[src/rtl/mem_arb_pkg.sv]
// Shared types and constants for the imem/dmem memory-port arbiter.
package mem_arb_pkg;

    localparam int unsigned TYP_W = 3;

    localparam logic             M_XRD = 1'b0;
    localparam logic             M_XWR = 1'b1;
    localparam logic [TYP_W-1:0] MT_W  = 3'd3;

    typedef enum logic [1:0] {
        IDLE,
        REQ,
        RESP
    } state_t;

    typedef enum logic {
        OWN_I,
        OWN_D
    } owner_t;

endpackage

[src/rtl/mem_arb_starve_cnt.sv]
// Saturating count of data grants won while an instruction fetch was waiting.
module mem_arb_starve_cnt #(
    parameter int unsigned MAX_WAIT = 4
) (
    input  logic clk,
    input  logic rst,
    input  logic inc,
    input  logic clr,
    output logic sat
);

    localparam logic [3:0] MAX = 4'(MAX_WAIT);

    logic [3:0] cnt_q;

    always_ff @(posedge clk or negedge rst) begin
        if (!rst) begin
            cnt_q <= '0;
        end else if (clr) begin
            cnt_q <= '0;
        end else if (inc && (cnt_q != MAX)) begin
            cnt_q <= cnt_q + 4'd1;
        end
    end

    assign sat = (cnt_q == MAX);

endmodule

[src/rtl/mem_arbiter.sv]
// Shares one backing memory port between instruction fetch and data access,
// one transaction outstanding at a time.
//   state | meaning
//   IDLE  | no transaction; grant chosen combinationally, can complete this cycle
//   REQ   | grant latched in owner_q, waiting for mreq_ready
//   RESP  | request accepted, waiting for mresp_valid to route back to owner
module mem_arbiter
    import mem_arb_pkg::*;
#(
    parameter int unsigned ADDR_W   = 32,
    parameter int unsigned DATA_W   = 32,
    parameter int unsigned MAX_WAIT = 4
) (
    input  logic              clk,
    input  logic              rst,
    input  logic              ireq_valid,
    output logic              ireq_ready,
    input  logic [ADDR_W-1:0] ireq_addr,
    output logic              iresp_valid,
    output logic [DATA_W-1:0] iresp_data,
    input  logic              dreq_valid,
    output logic              dreq_ready,
    input  logic [ADDR_W-1:0] dreq_addr,
    input  logic              dreq_fcn,
    input  logic [TYP_W-1:0]  dreq_typ,
    input  logic [DATA_W-1:0] dreq_wdata,
    output logic              dresp_valid,
    output logic [DATA_W-1:0] dresp_data,
    output logic              mreq_valid,
    input  logic              mreq_ready,
    output logic [ADDR_W-1:0] mreq_addr,
    output logic              mreq_fcn,
    output logic [TYP_W-1:0]  mreq_typ,
    output logic [DATA_W-1:0] mreq_wdata,
    input  logic              mresp_valid,
    input  logic [DATA_W-1:0] mresp_data,
    output logic              err
);

    state_t state_q, state_d;
    owner_t owner_q, owner_d;
    owner_t sel;
    logic   hs;
    logic   sat;
    logic   err_q;

    always_ff @(posedge clk or negedge rst) begin
        if (!rst) begin
            state_q <= IDLE;
            owner_q <= OWN_I;
            err_q   <= 1'b0;
        end else begin
            state_q <= state_d;
            owner_q <= owner_d;
            if (mresp_valid && (state_q != RESP)) begin
                err_q <= 1'b1;
            end
        end
    end

    // Outputs are masked while rst is low so nothing leaks out during reset.
    always_comb begin
        state_d     = state_q;
        owner_d     = owner_q;
        sel         = owner_q;
        mreq_valid  = 1'b0;
        hs          = 1'b0;
        ireq_ready  = 1'b0;
        dreq_ready  = 1'b0;
        iresp_valid = 1'b0;
        dresp_valid = 1'b0;
        iresp_data  = '0;
        dresp_data  = '0;
        if (rst) begin
            unique case (state_q)
                IDLE: begin
                    if (ireq_valid || dreq_valid) begin
                        sel        = (dreq_valid && !(ireq_valid && sat)) ? OWN_D : OWN_I;
                        owner_d    = sel;
                        mreq_valid = 1'b1;
                        state_d    = mreq_ready ? RESP : REQ;
                    end
                end
                REQ: begin
                    mreq_valid = 1'b1;
                    if (mreq_ready) begin
                        state_d = RESP;
                    end
                end
                RESP: begin
                    if (mresp_valid) begin
                        state_d = IDLE;
                        if (owner_q == OWN_D) begin
                            dresp_valid = 1'b1;
                            dresp_data  = mresp_data;
                        end else begin
                            iresp_valid = 1'b1;
                            iresp_data  = mresp_data;
                        end
                    end
                end
                default: state_d = IDLE;
            endcase
            hs         = mreq_valid && mreq_ready;
            ireq_ready = hs && (sel == OWN_I);
            dreq_ready = hs && (sel == OWN_D);
        end
    end

    // Instruction grants always look like word reads on the backing port.
    always_comb begin
        mreq_addr  = '0;
        mreq_fcn   = M_XRD;
        mreq_typ   = '0;
        mreq_wdata = '0;
        if (mreq_valid) begin
            if (sel == OWN_D) begin
                mreq_addr  = dreq_addr;
                mreq_fcn   = dreq_fcn;
                mreq_typ   = dreq_typ;
                mreq_wdata = dreq_wdata;
            end else begin
                mreq_addr = ireq_addr;
                mreq_typ  = MT_W;
            end
        end
    end

    mem_arb_starve_cnt #(
        .MAX_WAIT(MAX_WAIT)
    ) u_starve (
        .clk(clk),
        .rst(rst),
        .inc(dreq_ready && ireq_valid),
        .clr(ireq_ready),
        .sat(sat)
    );

    assign err = err_q;

endmodule

[config.mk]
export PLATFORM = sky130hd
export DESIGN_NAME = mem_arbiter
export DESIGN_NICKNAME = d
export VERILOG_FILES = /design/src/rtl/mem_arb_pkg.sv /design/src/rtl/mem_arb_starve_cnt.sv /design/src/rtl/mem_arbiter.sv
export SDC_FILE = /design/constraint.sdc
export NUM_CORES = 1
export LEC_CHECK = 0
export ABC_AREA = 1
export BUFFER_PORTS_ARGS = -buffer_cell sky130_fd_sc_hd__buf_4
export CORE_AREA = 2 2 107 109
export CTS_CLUSTER_DIAMETER = 60
export CTS_CLUSTER_SIZE = 16
export DETAILED_ROUTE_END_ITERATION = 7
export DIE_AREA = 0 0 109 111
export PLACE_DENSITY = 0.56
export SLEW_MARGIN = 10
export SYNTH_ARGS = -nofsm -noshare
export SYNTH_HDL_FRONTEND = slang
export SYNTH_SLANG_ARGS = --single-unit
[constraint.sdc]
create_clock -name clk -period 1.9 [get_ports clk]
set_clock_uncertainty 0.2 [all_clocks]
set_input_delay 0.095 -clock clk [delete_from_list [all_inputs] [get_ports clk]]
set_output_delay 0.095 -clock clk [all_outputs]
set_load 0.05 [all_outputs]
; ---- Yosys cells after proc, flatten, opt, wreduce, memory -nomap -nowiden
; Cells that the tools add are included.
[word_totals]
inputBits = 138
output_inout_bits = 138
reg_bits = 8
elab_cells = 69
[classes]
mux = 42
reduce_logical = 13
eq_ne = 8
add_sub_neg = 1
bitwise = 1
[ops]
columns = operator, count
row1 = 32-bit two-way mux, 12
row2 = 1-bit two-way mux, 20
row3 = 1-bit logical AND, 8
row4 = 2-bit two-way mux, 4
row5 = 4-bit two-way mux, 2
row6 = "2-bit inequality test, second input constant", 4
row7 = 3-bit two-way mux, 2
row8 = 2-bit case mux with 3 select lines, 1
row9 = "4-bit by 1-bit adder with 4-bit output, second input constant", 1
row10 = "4-bit by 3-bit equality test with 1-bit output, second input constant", 1
row11 = "4-bit by 3-bit inequality test with 1-bit output, second input constant", 1
row12 = 4-bit AND reduction, 1
row13 = "2-bit by 1-bit equality test with 1-bit output, second input constant", 1
row14 = "2-bit equality test, second input constant", 1
row15 = 2-bit zero test, 1
row16 = 1-bit case mux with 2 select lines, 1
row17 = 2-bit nonzero test, 1
row18 = 1-bit zero test, 1
row19 = 1-bit logical OR, 1
row20 = 1-bit NOT, 1

; ---- Logic depth before layout (Yosys ltp)
[logic_depth]
depth_word = 14
mapped_depth = 11
mapped_depth_nobuf = 9

; ---- Cells and area by module
; A second synthesis with hierarchy kept.
[hier_totals]
cells_unflattened = 423
area_unflattened_um2 = 1889.3
[modules_own_cells]
columns = module, seq_area_each_um2, n_inst, area_per_inst_um2, cells_per_inst
row1 = mem_arbiter, 100.1, 1, 1636.6, 391
row2 = mem_arb_starve_cnt, 100.1, 1, 252.7, 32

; ---- Worst setup path before layout
; Ideal clock, no wire load.
[synth_timing]
path_kind = register to output
from = register u_starve.cnt_q[0]
to = output port mreq_addr[22]
setup_slack_ns = -0.327
required_ns = 1.605
n_path_buf = 2
arrival_time_ns = 1.932
stages_incl_launch_ff = 12
cell_sequence = dfrtp_1 -> inv_1 -> ha_1 -> nand3_1 -> nand2_1 -> nand2_1 -> nand3_2 -> buf_6 -> buf_6 -> nand3_2 -> nand2_1 -> nor2_1
[synth_between]
elab_chain_len = 11
[synth_lines]
columns = item, line_no
row1 = "start, declared", mem_arb_starve_cnt.sv:14  ; logic [3:0] cnt_q;
row2 = "start signal, assigned", mem_arb_starve_cnt.sv:22  ; cnt_q <= cnt_q + 4'd1;
row3 = 4-bit by 3-bit equality test with 1-bit output, mem_arb_starve_cnt.sv:26  ; assign sat = (cnt_q == MAX);
row4 = 1-bit logical AND, mem_arbiter.sv:78  ; sel = (dreq_valid && !(ireq_valid && sat)) ? OWN_D : OWN_I;
row5 = 1-bit zero test, mem_arbiter.sv:78
row6 = 1-bit logical AND, mem_arbiter.sv:78
row7 = 1-bit two-way mux, mem_arbiter.sv:78
row8 = 1-bit two-way mux (2 in series), --
row9 = 1-bit two-way mux (2 in series), mem_arbiter.sv:74  ; if (rst) begin
row10 = 32-bit two-way mux, mem_arbiter.sv:117  ; if (sel == OWN_D) begin
row11 = 32-bit two-way mux, mem_arbiter.sv:116  ; if (mreq_valid) begin
row12 = "end, declared", mem_arbiter.sv:31  ; output logic [ADDR_W-1:0] mreq_addr,
; Every way passes these cells. The select of a mux whose other input is x is not followed.

; ---- Final worst setup path
[layout_timing]
from = register u_starve.cnt_q[0]
to = output port mreq_addr[14]
; The elaborated chain is that of the path after synthesis.

==> results.md <==
- The number of standard cells in the final layout excluding fillers is 870.
- The tool flagged a number of max-cap violations equal to 0.
- The logic gate share of total power is 0.891.
- The first global-routing pass estimated ~19,000 microns of wire.
- The final-report hold violation count is 0.
- The largest area contributor in the synthesized netlist is nor2_1.
- The most instantiated flip-flop cell in the synthesis netlist is dfrtp_1.
- The share of the Yosys chip area taken by registers is 0.0912.
- The worst path required time is 1.60 ns.
- The width of the die is 109 microns.
- The count of buffers added on input and output ports is roughly 280.
- The final-report max-slew violation count is 0.
- The number of standard-cell rows in the floorplan is 39.
- CTS built an H-tree with a depth of 1.
- The clock latency reported for the late side of the worst-skew pair is around 0.24 ns.
- The tightest min-delay check is of the input port to register type.
- The initial detailed-routing violation count is approximately 150.
- After the last flow step, the layout net total stands at about 870.
- Along the worst path, the maximum fanout reaches 7.
- The total nets after synthesis is 564.
- The arrival time at the worst endpoint is between 1.5 and 2 ns.
- The repair_antennas step left the layout with diodes totalling 0.
- The count of final setup violators is approximately 130.
- On the critical path, the stage with the largest delay is an instance of dfrtp_1.
- The signal on the critical path passes through inv_2, ha_4, nand3_2, nand2_2, nand2_2, nand3_4, buf_12, buf_12, buf_16, nand3_4, nand2_4, nor2_4, buf_8.
- For this run, the number of Yosys warnings is 0.
- The static leakage power is around 3.5 nW.
- Of the cells placed in the final design, the portion with a size suffix greater than 1 is 0.736.
- The cell sitting at the root of the clock tree is a clkbuf_16.
- The netlist uses 22 different library cells.
- The share of total power dissipated in the clock network is 0.063.
- The effective utilization at floorplan is 0.198.
- Routability-driven placement finished with a final weighted congestion of approximately 0.82.
- The clock transition at the register clock pins on the worst setup and hold paths after CTS is 0.04 ns.
- The final reports fail on negative setup slack.
- TritonCTS built the clock tree.
- The mean area per synthesized cell is between 5 and 6 sq um.
- Summing all placed instances gives a cell area of roughly 5100 sq um.
- The maximum clock insertion buffer count is 2.
- roughly 280 I/O pins were placed.
- The transition time at the pin with the least slew margin is 0.412 ns.
- The switching power share of the total is 0.552.
- The sum of buffers and inverters on the critical path is 5.
- The fraction of synthesis flops using an asynchronous set or reset pin is 1.00.
- The aggregate global-route resource usage is 0.197.
- Entering global routing, the biggest net connects 52 pins.
- The half-perimeter wire length after detailed placement is between 8000 and 9000 microns.
- The number of vias after detailed routing is approximately 3,700.
- The number of enable flip-flop cells after synthesis is 0.
- The share of Yosys cell area claimed by the top area cell type is 0.227.
- The total internal power is 0.00259 W.
- The total net switching power is approximately 0.0032 W.
- Dividing the final minimum period by the clock period gives 1.15.
- After global routing, the most crowded layer is met2.
- With fillers left out, the area of the finished cells amounts to between 6000 and 7000 sq um.
- In this run the standard cell core region covers 11,100 sq um.
- The peak supply drop is between 0.5 and 0.6 mV.
- The worst stage delay on the critical path is 0.35 ns.
- Broken down by cell family, the worst path's largest delay share belongs to buffers and inverters.
- Setup repair after global routing could not meet its margin everywhere.
- The critical path is of the register to output pin type.
- The global routing met3 resource utilization is 0.0359.
- The run finished, with violations left.
- The share of the core filled with cells in the final layout is 0.626.
- By area the synthesized netlist is led by nor2_1 (23%), inv_1 (19%), nand3_2 (14%).
- The detailed-route DRC error count is 0.
- The total wirelength of the detailed-routed design is between 10,000 and 15,000 microns.
- The pre-antenna-repair detailed-routing pass consisted of 4 iterations.
- The setup slack after layout is -0.284 ns.
- The most common cell in the synthesized netlist is nor2_1.
- The cell count after synthesis is around 420.
- The floorplan step set the die height to 111 microns.
- The cell area that synthesis handed to floorplanning was 2200 sq um.
- The critical path launch point type is a register.
- In the global route stage, met2 resource usage came out at 0.390.
- The commonest cells after synthesis are nor2_1 (133), inv_1 (112), nand2_1 (48).
- The number of clock buffers added by TritonCTS is 3.
- Compared with the post-synthesis result, the final layout area differs by 216%.
- The number of register bits inferred by synthesis is 8.
- Static timing analysis puts the maximum clock frequency at 0.458 GHz.
- For this run, global-route usage on met1 was measured as 0.205.
- The global-route congestion overflow total is 0.
- The number of antenna violations at the first check in global routing came to 0.
- The floorplan die area is ~12,000 sq um.
- Measured against its own limit, the worst slew margin works out to 0.722.
- The number of global-route vias before repair is slightly below 4,000.
- The number of vias per cell is 4.29.
- In this run the remaining antenna-violating nets after routing total 0.
- The category of the worst setup path capture point is an output pin.
- The post-layout minimum cycle time is 2.18 ns.
- The part of the total power dissipated in sequential elements is 0.046.
- The final routed wire length divided by cell count is 15.0 microns.
- The count of placed standard cells including taps is between 800 and 900.
- Clock tree synthesis found a total of 8 sinks.
- For flop-to-flop paths, the worst setup slack is roughly 0.19 ns.
- In this run the power density over the cells is 833 nW/um^2.
[registers in the layout, summed over array words and instances, names as in the netlist]
register,cells
err,1
u_starve.cnt_q,4
state_q,2
owner_q,1
[cells in the final DEF, fill, tap and decap left out, drive strengths merged]
cell type	Yosys	final
dlygate4sd3	0	3
clkbuf	0	7
nand2	50	50
nand3	38	38
a31oi	1	1
inv	114	114
a21oi	35	35
bufbuf	0	2
a21o	1	1
nand4	6	6
buf	26	317
o21ai	5	5
nor3	2	2
dfrtp	8	8
or2	1	1
ha	2	2
xor2	2	2
nor2	133	133
[kinds of logic after synthesis]
kind of cell,count (synthesis),share of synthesized area
flops,8,0.0912
simple gates,230,0.497
xor+xnor,2,0.00798
buf+inv,140,0.295
fa+ha+maj,2,0.0114
compound gates,42,0.0974
[power by group through the flow]
stage                     combinational [W]  sequential (W)  clock, W
after floorplan                     0.00285        0.000263         0
after global routing                0.00543        0.000273  0.000377
final                               0.00515        0.000263  0.000365
after global placement              0.00395        0.000254         0
after detailed placement            0.00399        0.000255         0
after CTS                           0.00485        0.000258  0.000372
[final timing paths]
kind                                               start                       endpoint  cells after the start
min                                                  rst            owner_q$_DFFE_PN0P_                      5
min reg2reg                              err$_DFFE_PN0P_                err$_DFFE_PN0P_                      1
max reg2reg                       state_q[1]$_DFFE_PN0P_  u_starve.cnt_q[3]$_DFFE_PN0P_                      8
min in group asynchronous                            rst         state_q[0]$_DFFE_PN0P_                      3
max in group asynchronous                            rst  u_starve.cnt_q[2]$_DFFE_PN0P_                      3
max                        u_starve.cnt_q[0]$_DFFE_PN0P_                  mreq_addr[14]                     13
[metrics by stage]
step / hold WS (ns) / power (W) / TNS, ns / setup slack, ns
after floorplan: -0.401 / 0.00311 / -0.918 / -0.134
after global placement: -0.136 / 0.00421 / -3.99 / -0.136
after detailed placement: -0.132 / 0.00424 / -5.49 / -0.166
after CTS: 0.201 / 0.00548 / -20.73 / -0.297
after global routing: 0.253 / 0.00608 / -36.67 / -0.369
final: 0.229 / 0.00578 / -22.70 / -0.284
[cell type report]
cell class	instances	area (sq um)
fillers	908	4140
clock buffers	3	75.1
inverters	114	435
repair buffers	326	3560
well taps	143	179
flip-flops and latches	8	200
multi-input cells	276	2480
[worst register-to-register path, delay by kind of cell (launching register included)]
| family | cells | cell delay (ns) |
|---|---|---|
| AND/OR/NAND/NOR | 6 | 0.54 |
| flip-flops | 1 | 0.40 |
| AO/OA/AOI/OAI | 1 | 0.37 |
| buffers and inverters | 1 | 0.12 |
[what timing repair did]
item                                    4_1_cts  5_1_grt
pin swaps                                     8       10
gates cloned                                 11        4
buffers inserted                              7        2
endpoints found under the setup margin      135      136
hold buffers                                  3        0
resized for setup                           235       70
hold endpoints to repair                     10        0
[layer usage]
layer  part of all wire  up-vias  routed length, microns
li1                   -     1851                       -
met1               0.34     1685                    4430
met2               0.57      170                    7380
met3              0.072       22                     945
met4              0.023        0                     305
met5                  0        -                       0
(Power assumes the default switching activity.)
